<file path="config.mk">
export PLATFORM = sky130hd
export DESIGN_NAME = blake2_msg_packer_flat
export DESIGN_NICKNAME = d
export VERILOG_FILES = /design/src/rtl/blake2_pkg.sv /design/src/rtl/blake2_msg_packer_if.sv /design/src/rtl/blake2_byte_mask.sv /design/src/rtl/blake2_msg_packer.sv /design/src/flat_wrapper.sv
export SDC_FILE = /design/constraint.sdc
export NUM_CORES = 1
export LEC_CHECK = 0
export ABC_AREA = 1
export CORE_AREA = 4 4 471 473
export DETAILED_ROUTE_END_ITERATION = 7
export DIE_AREA = 0 0 475 477
export PLACE_DENSITY_LB_ADDON = 0.05
export SLEW_MARGIN = 20
export SYNTH_ARGS = -nofsm -noshare
export SYNTH_HDL_FRONTEND = slang
export SYNTH_SLANG_ARGS = --single-unit
</file>
<file path="constraint.sdc">
create_clock -name clk -period 5.2 [get_ports clk]
set_input_delay 0.52 -clock clk [delete_from_list [all_inputs] [get_ports clk]]
set_output_delay 0.52 -clock clk [all_outputs]
set_load 0.03 [all_outputs]
</file>
<file path="src/rtl/blake2_pkg.sv">
// Shared BLAKE2 definitions: IVs, block geometry, G-function rotations and
// the message packer state encoding.
package blake2_pkg;

    localparam int unsigned BLK_WORDS  = 16;
    localparam int unsigned IDX_W      = 4;
    localparam int unsigned BB_BYTES_B = 128;
    localparam int unsigned BB_BYTES_S = 64;

    localparam logic [63:0] IV_B [8] = '{
        64'h6a09e667f3bcc908, 64'hbb67ae8584caa73b,
        64'h3c6ef372fe94f82b, 64'ha54ff53a5f1d36f1,
        64'h510e527fade682d1, 64'h9b05688c2b3e6c1f,
        64'h1f83d9abfb41bd6b, 64'h5be0cd19137e2179
    };

    localparam logic [31:0] IV_S [8] = '{
        32'h6a09e667, 32'hbb67ae85, 32'h3c6ef372, 32'ha54ff53a,
        32'h510e527f, 32'h9b05688c, 32'h1f83d9ab, 32'h5be0cd19
    };

    localparam int unsigned ROT_B [4] = '{32, 24, 16, 63};
    localparam int unsigned ROT_S [4] = '{16, 12, 8, 7};

    typedef enum logic [0:0] {
        ST_FILL = 1'b0,
        ST_FULL = 1'b1
    } packer_state_e;

    // Width of a byte-count field able to hold 0..W/8 plus out-of-range values.
    function automatic int unsigned nb_width(input int unsigned w);
        return $clog2(w / 8) + 1;
    endfunction

endpackage

</file>
<file path="src/rtl/blake2_msg_packer_if.sv">
// Word-in / block-out handshake bundle of the BLAKE2 message packer.
// The packer uses the slave view; the producer/consumer side uses master.
interface blake2_msg_packer_if #(
    parameter int unsigned W     = 64,
    parameter int unsigned CNT_W = 2 * W
);
    import blake2_pkg::*;

    localparam int unsigned NB_W = nb_width(W);

    logic                   in_valid_i;
    logic                   in_ready_o;
    logic [W-1:0]           in_data_i;
    logic [NB_W-1:0]        in_nbytes_i;
    logic                   in_last_i;
    logic                   blk_valid_o;
    logic                   blk_ready_i;
    logic [BLK_WORDS*W-1:0] blk_data_o;
    logic [CNT_W-1:0]       blk_t_o;
    logic                   blk_last_o;
    logic                   err_o;

    modport slave (
        input  in_valid_i, in_data_i, in_nbytes_i, in_last_i, blk_ready_i,
        output in_ready_o, blk_valid_o, blk_data_o, blk_t_o, blk_last_o, err_o
    );

    modport master (
        output in_valid_i, in_data_i, in_nbytes_i, in_last_i, blk_ready_i,
        input  in_ready_o, blk_valid_o, blk_data_o, blk_t_o, blk_last_o, err_o
    );

endinterface

</file>
<file path="src/rtl/blake2_byte_mask.sv">
// Turns a beat byte count into a byte-lane mask, clamping oversize counts and
// promoting short counts to a full word on beats that are not the last.
module blake2_byte_mask #(
    parameter int unsigned W    = 64,
    parameter int unsigned NB_W = $clog2(W / 8) + 1
) (
    input  logic [NB_W-1:0] i_nbytes,
    input  logic            i_force_full,
    output logic [W-1:0]    o_mask,
    output logic [NB_W-1:0] o_nbytes,
    output logic            o_clamped,
    output logic            o_short
);

    localparam int unsigned     BPW    = W / 8;
    localparam logic [NB_W-1:0] BPW_NB = NB_W'(BPW);

    // Effective byte count and the two protocol-violation flavours.
    always_comb begin
        o_clamped = 1'b0;
        o_short   = 1'b0;
        o_nbytes  = i_nbytes;
        if (i_nbytes > BPW_NB) begin
            o_clamped = 1'b1;
            o_nbytes  = BPW_NB;
        end else if ((i_nbytes < BPW_NB) && i_force_full) begin
            o_short  = 1'b1;
            o_nbytes = BPW_NB;
        end else begin
            o_nbytes = i_nbytes;
        end
    end

    // Lane b kept when b < effective count (little-endian byte order).
    always_comb begin
        o_mask = {W{1'b0}};
        for (int b = 0; b < BPW; b++) begin
            if (NB_W'(b) < o_nbytes) begin
                o_mask[8*b +: 8] = 8'hFF;
            end else begin
                o_mask[8*b +: 8] = 8'h00;
            end
        end
    end

endmodule

</file>
<file path="src/rtl/blake2_msg_packer.sv">
// Packs a word-serial message into zero-padded 16-word BLAKE2 blocks and tracks
// the running byte offset t; one block per handshake, tagged with a final flag.
module blake2_msg_packer
    import blake2_pkg::*;
#(
    parameter int unsigned W     = 64,
    parameter int unsigned CNT_W = 2 * W
) (
    input  logic               clk,
    input  logic               nreset,
    blake2_msg_packer_if.slave bus
);

    localparam int unsigned NB_W = nb_width(W);

    packer_state_e    r_state;
    packer_state_e    w_state_nxt;
    logic [IDX_W-1:0] r_idx;
    logic [W-1:0]     r_blk [BLK_WORDS];
    logic [CNT_W-1:0] r_t;
    logic             r_last;
    logic             r_err;

    logic             w_accept;
    logic             w_release;
    logic             w_to_full;
    logic             w_empty_err;
    logic             w_err;
    logic [W-1:0]     w_mask;
    logic [NB_W-1:0]  w_nb_eff;
    logic             w_clamped;
    logic             w_short;

    blake2_byte_mask #(
        .W    (W),
        .NB_W (NB_W)
    ) u_mask (
        .i_nbytes     (bus.in_nbytes_i),
        .i_force_full (~bus.in_last_i),
        .o_mask       (w_mask),
        .o_nbytes     (w_nb_eff),
        .o_clamped    (w_clamped),
        .o_short      (w_short)
    );

    assign w_accept    = bus.in_valid_i & (r_state == ST_FILL);
    assign w_release   = (r_state == ST_FULL) & bus.blk_ready_i;
    assign w_to_full   = (r_idx == IDX_W'(BLK_WORDS - 1)) | bus.in_last_i;
    // An empty closing beat is only legal for a genuinely empty message.
    assign w_empty_err = bus.in_last_i & (bus.in_nbytes_i == NB_W'(0)) &
                         (r_idx == IDX_W'(0)) & (r_t != CNT_W'(0));
    assign w_err       = w_accept & (w_clamped | w_short | w_empty_err);

    // State register.
    always_ff @(posedge clk or negedge nreset) begin
        if (!nreset) begin
            r_state <= ST_FILL;
        end else begin
            r_state <= w_state_nxt;
        end
    end

    // Next-state logic: fill until the block is complete, then hold until taken.
    always_comb begin
        w_state_nxt = r_state;
        case (r_state)
            ST_FILL: begin
                if (w_accept && w_to_full) begin
                    w_state_nxt = ST_FULL;
                end else begin
                    w_state_nxt = ST_FILL;
                end
            end
            ST_FULL: begin
                if (bus.blk_ready_i) begin
                    w_state_nxt = ST_FILL;
                end else begin
                    w_state_nxt = ST_FULL;
                end
            end
            default: w_state_nxt = ST_FILL;
        endcase
    end

    // Block storage, byte counter, final flag and error pulse.
    always_ff @(posedge clk or negedge nreset) begin
        if (!nreset) begin
            r_idx  <= IDX_W'(0);
            r_t    <= CNT_W'(0);
            r_last <= 1'b0;
            r_err  <= 1'b0;
            for (int k = 0; k < BLK_WORDS; k++) begin
                r_blk[k] <= {W{1'b0}};
            end
        end else begin
            r_err <= w_err;
            if (w_accept) begin
                r_blk[r_idx] <= bus.in_data_i & w_mask;
                r_t          <= r_t + CNT_W'(w_nb_eff);
                r_idx        <= r_idx + IDX_W'(1);
                r_last       <= bus.in_last_i;
            end else if (w_release) begin
                for (int k = 0; k < BLK_WORDS; k++) begin
                    r_blk[k] <= {W{1'b0}};
                end
                r_idx  <= IDX_W'(0);
                r_last <= 1'b0;
                // The next message restarts its offset from zero.
                if (r_last) begin
                    r_t <= CNT_W'(0);
                end else begin
                    r_t <= r_t;
                end
            end else begin
                r_idx <= r_idx;
            end
        end
    end

    // Flatten the word array onto the block bus (word k at [k*W +: W]).
    always_comb begin
        bus.blk_data_o = {(BLK_WORDS*W){1'b0}};
        for (int k = 0; k < BLK_WORDS; k++) begin
            bus.blk_data_o[k*W +: W] = r_blk[k];
        end
    end

    assign bus.in_ready_o  = (r_state == ST_FILL);
    assign bus.blk_valid_o = (r_state == ST_FULL);
    assign bus.blk_t_o     = r_t;
    assign bus.blk_last_o  = r_last;
    assign bus.err_o       = r_err;

endmodule

</file>
<file path="src/flat_wrapper.sv">
// flat-port wrapper written by rule: the top's interface ports become plain ports
module blake2_msg_packer_flat import blake2_pkg::*;
#(
    parameter int unsigned W     = 64,
    parameter int unsigned CNT_W = 2 * W
)
  (clk, nreset, bus_in_valid_i, bus_in_data_i, bus_in_nbytes_i, bus_in_last_i, bus_blk_ready_i, bus_in_ready_o, bus_blk_valid_o, bus_blk_data_o, bus_blk_t_o, bus_blk_last_o, bus_err_o);
  blake2_msg_packer_if #(.W(W), .CNT_W(CNT_W)) bus_i ();
  input  logic clk;
  input  logic nreset;
  input wire logic [$bits(bus_i.in_valid_i)-1:0] bus_in_valid_i;
  input wire logic [$bits(bus_i.in_data_i)-1:0] bus_in_data_i;
  input wire logic [$bits(bus_i.in_nbytes_i)-1:0] bus_in_nbytes_i;
  input wire logic [$bits(bus_i.in_last_i)-1:0] bus_in_last_i;
  input wire logic [$bits(bus_i.blk_ready_i)-1:0] bus_blk_ready_i;
  output wire logic [$bits(bus_i.in_ready_o)-1:0] bus_in_ready_o;
  output wire logic [$bits(bus_i.blk_valid_o)-1:0] bus_blk_valid_o;
  output wire logic [$bits(bus_i.blk_data_o)-1:0] bus_blk_data_o;
  output wire logic [$bits(bus_i.blk_t_o)-1:0] bus_blk_t_o;
  output wire logic [$bits(bus_i.blk_last_o)-1:0] bus_blk_last_o;
  output wire logic [$bits(bus_i.err_o)-1:0] bus_err_o;
  assign bus_i.in_valid_i = bus_in_valid_i;
  assign bus_i.in_data_i = bus_in_data_i;
  assign bus_i.in_nbytes_i = bus_in_nbytes_i;
  assign bus_i.in_last_i = bus_in_last_i;
  assign bus_i.blk_ready_i = bus_blk_ready_i;
  assign bus_in_ready_o = bus_i.in_ready_o;
  assign bus_blk_valid_o = bus_i.blk_valid_o;
  assign bus_blk_data_o = bus_i.blk_data_o;
  assign bus_blk_t_o = bus_i.blk_t_o;
  assign bus_blk_last_o = bus_i.blk_last_o;
  assign bus_err_o = bus_i.err_o;
  blake2_msg_packer #(.W(W), .CNT_W(CNT_W)) u_core (.clk(clk), .nreset(nreset), .bus(bus_i));
endmodule
</file>
==> results.md, run 1 <==
- Status: finished, final reports clean
- Worst path most repeated cell: inv_1
- Final Cell Area: 0.06820 mm²
- Reg power frac: 37.7%
- Clk buf depth: 3
- Root buffer cell: clkbuf_16
- First-pass GRT wire length: 391.0 mm
- Number of synthesized flops with an enable pin: 0
- Pint: 18.58 mW
- PortBufs: 1228
- Most frequent cell after synthesis: nand3_1
- Syn Area/Cell: 9.261 µm²
- Pwr Total: 29.86 mW
- Synth top area cells: dfrtp_1, nand3_1, o21ai_0, nand2_1, clkbuf_1
- Sw Ratio: 37.75%
- Number of global-route vias before repair: 43710
- IO Count: 1229
- Reg2reg end: u_core.bus.blk_t_o[126]
- Critical Path End Type: flip-flop
- Initial core utilization: 22.17%
- Pleak: 28.33 nW
- Synth cell count leaders: nand3_1, dfrtp_1, o21ai_0, nand2_1, clkbuf_1
- Critical Path AT: 4.27 ns
- Clk slew on worst S/H paths: 0.06 ns
- Unrepaired setup endpoints after global routing: false
- Post-DR wirelength/cell: 30.93 µm
- Detailed Route Iter0 Violations: 4000
- Postcts setup bufs: 0
- Top cell type's share of synthesized area: 60.31%
- Number of remaining DRC errors: 0
- Sequential fraction of the synthesis area: 60.31%
- Period utilization: 69.15%
- Synth async-reset ratio: 100.0%
- Fin util: 31.44%
- Clock latency on the worst-skew pair: 0.81 ns
- Mapped Nets: 5274
- Drt pass-1 iters: 5
- Max Slew Vio Count: 0
- Num rows: 171
- Worst Path Buf+Inv: 5
- Clk network pwr share: 34.9%
- CTS tree: done
- Worst path slowest cell: clkdlybuf4s50_1
- Core area: 0.2170 mm²
- Layout cell share with drive strength beyond 1: 6.257%
- CP Max Fanout: 12
- Minimum clock period: 3.596 ns
- Via count: 44170
- Post-route insts no fill: 9227
- Total global routing overflow: 0
- Total Wirelength: 285.4 mm
- Die width: 475 µm
- Crit path launch type: input port
- Synth Warn #: 0
- Mapped cell area: 0.04809 mm²
- Clk sinks: 1159
- Worst Skew: 0.03320 ns
- Worst-case reg-to-reg path depth: 11
- Top_reg_cell synth: dfrtp_1
- Placed cell count: 8951
- VDD IR-drop max: 0.3206 mV
- Post-detail-place hpwl: 206.8 mm
- Critical Setup Path Class: input port to flip-flop
- Top delay family on crit path: simple AND/OR/NAND/NOR gates
- Setup violators final: 0
- Setup_tns: 0 ns
- Rel. slew slack: 26.66%
- # Max-Cap Violations: 0
- Area Growth Syn to Fin: 41.82%
- FF-to-FF setup slack: 2.00 ns
- Via density: 4.787
- Largest net degree at the start of global routing: 191
- F_max: 278.1 MHz
- Reg2reg start: u_core.bus.blk_t_o[0]
- CTS buffer count: 150
- Hold WC Path Type: input port to asynchronous set/reset pin
- Tot GR Track Use: 24.50%
- Cells after synthesis: 5193
- Die H: 477 µm
- Synth cell types: 41
- Synth Register Bits: 1159
- Area leader, netlist: dfrtp_1
- Full die area: 0.2266 mm²
- Final GP Congestion: 0.9032
- NetSw: 11.27 mW
- CP required: 5.88 ns
- Nets: 6331
- Final Hold Fails: 0
- Least-Margin Pin Slew: 1.097 ns
- Number of antenna violations at the first check in global routing: 19
- Detail Route Antenna Nets: 0
- Power Dens Cells: 437.7 mW/mm²
- H-Tree Level Count: 4
- Max incr delay on CP: 0.50 ns
- Cell area after placement: 0.06336 mm²
- Critical path cell sequence: clkdlybuf4s50_1 -> inv_1 -> nor2_4 -> inv_2 -> nor2_2 -> ha_1 -> inv_1 -> fa_1 -> inv_1 -> nand3_1 -> nand3_2 -> nand3_2 -> nor2_2 -> nand3_1 -> o21ai_0 -> nor2_1
- Comb pwr share: 27.4%
## cells in the final DEF (no fill, tap or decap), types with 32 or more instances in the layout
cell                n
o21ai_0          1085
dfrtp_1          1159
inv_1             203
buf_4              92
nor3_1             67
clkbuf_8           32
nand4_1            70
xor2_1             37
nand3_1          1155
nand2_1           515
clkbuf_16         151
clkdlybuf4s50_1  1227
nor2_1            270
clkbuf_1           46
## routing by layer
metal / global-route usage, % / routed length, µm / part of all wire (%) / vias up
met1: 29.39 / 114000 / 40 / 22270
li1: - / - / - / 20030
met5: 0 / 13 / 0.0046 / -
met2: 41.79 / 138900 / 49 / 1545
met3: 7.165 / 22110 / 7.7 / 319
met4: 8.238 / 10360 / 3.6 / 2
## flip-flops by register name (all words and copies together), names as in the netlist
signal                  cells
u_core.bus.blk_data_o    1024
u_core.bus.blk_last_o       1
u_core.bus.blk_t_o        128
u_core.bus.blk_valid_o      1
u_core.bus.err_o            1
u_core.r_idx                4
## layout make-up
class,instances,area [µm²]
Antenna cell,12,30.03
Clock buffer,229,4392
Clock inverter,34,406.6
Fill cell,22920,148700
Inverter,215,807.0
Multi-Input combinational cell,3385,16630
Sequential cell,1159,29000
Tap cell,2854,3571
Timing Repair Buffer,1339,13360
## timing repair
item | in CTS | in global routing
endpoints found under the hold margin | 59 | 0
hold buffers | 1 | 0
resized for setup | 0 | 0
## logic make-up after synthesis
family                     Yosys count  synth area share [%]
adders and majority gates            8                0.2237
buffers and inverters              649                 5.308
xor gates and xnor gates            44                0.8013
and+or+nand+nor                   2169                 21.10
DFF                               1159                 60.31
AOI/OAI and AO/OA                 1164                 12.26
## worst max path at each step
stage                        startpoint  slack (ns)                      end  depth (start not counted)
after floorplan           bus_in_last_i        2.61  u_core.bus.blk_t_o[108]                         16
after global placement    bus_in_last_i        0.79  u_core.bus.blk_t_o[126]                         16
after detailed placement  bus_in_last_i        0.83  u_core.bus.blk_t_o[126]                         16
after CTS                 bus_in_last_i        1.69  u_core.bus.blk_t_o[126]                         16
after global routing      bus_in_last_i        1.47  u_core.bus.blk_t_o[118]                         16
final                     bus_in_last_i        1.60  u_core.bus.blk_t_o[126]                         16
## power groups by stage
stage | clock, mW | sequential, mW | combinational [mW]
global placement | 0 | 11.4 | 8.28
detailed placement | 0 | 11.4 | 8.27
CTS | 10.7 | 11.3 | 8.29
floorplan | 0 | 12.9 | 2.02
global route | 11.1 | 11.4 | 8.64
finish | 10.4 | 11.3 | 8.17
## per-stage QoR
step	hold WS, ns	setup slack [ns]
after floorplan	0.2244	2.606
after global placement	0.4899	0.7930
after detailed placement	0.4982	0.8293
after CTS	0.2801	1.694
after global routing	0.2756	1.468
final	0.2684	1.604
## worst reg2reg max path, cell delays in order, from the launching register on
cell     delay [ns]
dfrtp_1        0.56
ha_1           0.29
inv_1          0.07
fa_1           0.39
inv_1          0.07
nand3_1        0.11
nand3_2        0.36
nand3_2        0.40
nor2_2         0.43
nand3_1        0.16
o21ai_0        0.20
nor2_1         0.06
(Power assumes the default switching activity.)
==> run 2: changes to the inputs <==
==> constraint.sdc (replaced) <==
create_clock -name clk -period 3.27 [get_ports clk]
set_input_delay 0.327 -clock clk [delete_from_list [all_inputs] [get_ports clk]]
set_output_delay 0.327 -clock clk [all_outputs]
set_load 0.03 [all_outputs]
==> results.md, run 2 (same netlist as run 1, synthesis figures left out) <==
- Post-CTS resize count: 0 (unchanged)
- Unrepaired setup endpoints after global routing: false
- Tot GR Track Use: 24.75% (+0.25 points)
- Hold WC Path Type: input port to flip-flop
- Via density: 4.786 (about the same)
- Post-detail-place hpwl: 215.1 mm (+4.0%)
- H-Tree Level Count: 4 (unchanged)
- Final Hold Fails: 0 (unchanged)
- Crit path launch type: flip-flop
- Pleak: 29.48 nW (+4.1%)
- Number of remaining DRC errors: 0 (unchanged)
- Cts hold-fix bufs: 2 (+1)
- # Max-Cap Violations: 0 (unchanged)
- Total global routing overflow: 0 (unchanged)
- Area Growth Syn to Fin: 46.08%
- Crit path to: u_core.bus.blk_t_o[115]
- Detail Route Antenna Nets: 0 (unchanged)
- Fin util: 32.38% (+0.94 points)
- Reg2reg end: u_core.bus.blk_t_o[115]
- PortBufs: 1228 (unchanged)
- Post-DR wirelength/cell: 30.82 µm (-0.37%)
- Full die area: 0.2266 mm² (unchanged)
- FF-to-FF setup slack: 0.32 ns (-1.68 ns)
- Reg2reg start: u_core.bus.blk_t_o[63]
- Commonest non-fill, non-tap cells in the layout: clkdlybuf4s50_1, dfrtp_1, nand3_1
- Clk slew on worst S/H paths: 0.06 ns (about the same)
- Number of antenna violations at the first check in global routing: 19 (unchanged)
- Die H: 477 µm (unchanged)
- Postcts setup bufs: 0 (unchanged)
- CTS tree: done
- Core area: 0.2170 mm² (unchanged)
- Pwr Total: 48.26 mW (+62%)
- F_max: 339.1 MHz
- Nets: 6499 (+2.7%)
- Status: finished, final reports clean
- Placed cell count: 9119 (+1.9%)
- Number of global-route vias before repair: 44050 (+0.78%)
- CP Max Fanout: 5 (-7)
- Largest net degree at the start of global routing: 129 (-32%)
- Num rows: 171 (unchanged)
- Critical Setup Path Class: flip-flop to flip-flop
- Least-Margin Pin Slew: 0.8383 ns (-0.2591 ns)
- Minimum clock period: 2.949 ns
- Max FFs per register: 1024 (unchanged)
- CTS buffer count: 149 (-0.67%)
- Clk buf depth: 3 (unchanged)
- Worst setup margin: 0.3213 ns (-1.283 ns)
- Commonest non-fill, non-tap cell in the layout: clkdlybuf4s50_1
- Period utilization: 90.18%
- Clock latency on the worst-skew pair: 0.82 ns (about the same)
- Max Slew Vio Count: 0 (unchanged)
- Critical Path AT: 3.69 ns (-0.58 ns)
- Layout cell share with drive strength beyond 1: 8.693% (+2.4 points)
- IO Count: 1229 (unchanged)
- First-pass GRT wire length: 394.6 mm (+0.92%)
- Root buffer cell: clkbuf_16
- Via count: 44960 (+1.8%)
- Clk sinks: 1159 (unchanged)
- VDD IR-drop max: 0.5518 mV (+72%)
- Rel. slew slack: 44.12% (+17 points)
- Final GP Congestion: 0.9422 (+4.3%)
- Setup violators final: 0 (unchanged)
- Worst-case reg-to-reg path depth: 9 (-2)
- Total Wirelength: 289.5 mm (+1.4%)
- Critical Path End Type: flip-flop
- CP required: 4.01 ns (-1.87 ns)
- Detailed Route Iter0 Violations: 3950 (-1.3%)
- Initial core utilization: 22.17% (unchanged)
- Worst Skew: 0.03630 ns (+0.003097 ns)
- Drt pass-1 iters: 8 (+3)
- Power Dens Cells: 686.9 mW/mm² (+57%)
- Die width: 475 µm (unchanged)
- CP startpoint: u_core.bus.blk_t_o[63]
- DP Worst Slack: -0.06572 ns (-0.8951 ns)
- Post-route insts no fill: 9394 (+1.8%)
[run 2: cell count changes in the layout (fill, tap and decap cells not counted), sizes merged]
cell | before | now
buf | 111 | 280
bufinv | 3 | 4
clkbuf | 229 | 228
clkinv | 20 | 26
diode | 12 | 6
inv | 225 | 223
[run 2: worst min-delay path by stage]
stage	start	endpoint	slack [ns]	cells past startpoint
after floorplan	nreset	u_core.bus.blk_data_o[0]	0.03	0
after global placement	nreset	u_core.bus.blk_data_o[11]	0.21	1
after detailed placement	nreset	u_core.bus.blk_data_o[11]	0.21	1
after CTS	bus_in_data_i[10]	u_core.bus.blk_data_o[330]	0.04	3
after global routing	bus_in_data_i[14]	u_core.bus.blk_data_o[334]	0.10	3
final	bus_in_data_i[10]	u_core.bus.blk_data_o[330]	0.11	3
[run 2: final cells by class]
| class | instances | area, µm² |
|---|---|---|
| Timing Repair Buffer | 1508 | 15390 |
| Multi-Input combinational cell | 3385 | 16630 |
| Clock inverter | 39 | 466.7 |
| Fill cell | 22780 | 146700 |
| Inverter | 215 | 807.0 |
| Tap cell | 2854 | 3571 |
| Sequential cell | 1159 | 29000 |
| Antenna cell | 6 | 15.01 |
| Clock buffer | 228 | 4368 |
[run 2: critical path: stages (launching register included)]
cell and delay, ns:
dfrtp_1 0.70, nand2_1 0.14, nor2_1 0.55, nand2_1 0.21
nor2_1 0.31, nand3_1 0.20, nor3_1 0.38, a21oi_1 0.11
nand3b_1 0.18, nand2_1 0.10
[run 2: per-layer routing]
| layer | up-vias | GRT usage [%] | part of all wire, % |
|---|---|---|---|
| li1 | 20400 | - | - |
| met5 | - | 0 | 0.014 |
| met3 | 348 | 6.835 | 7.4 |
| met2 | 1693 | 42.21 | 49 |
| met1 | 22520 | 29.52 | 39 |
| met4 | 6 | 9.442 | 4.3 |
[run 2: power by group]
part | switching (mW) | total, mW | leakage [nW] | internal [mW]
sequential | 1.95 | 17.9 | 16.1 | 16.0
clock | 7.06 | 16.6 | 2.37 | 9.58
combinational | 9.26 | 13.7 | 11.1 | 4.44
total | 18.3 | 48.3 | 29.5 | 30.0
[run 2: metrics by stage]
| step | hold WS, ns | TNS (ns) | cell area [µm²] |
|---|---|---|---|
| detailed placement | 0.2120 | -0.1415 | 65370 |
| finish | 0.1063 | 0 | 70250 |
| floorplan | 0.03141 | 0 | 48090 |
| CTS | 0.03541 | 0 | 70240 |
| global route | 0.1042 | 0 | 70240 |
| global placement | 0.2098 | -0.02412 | 65370 |
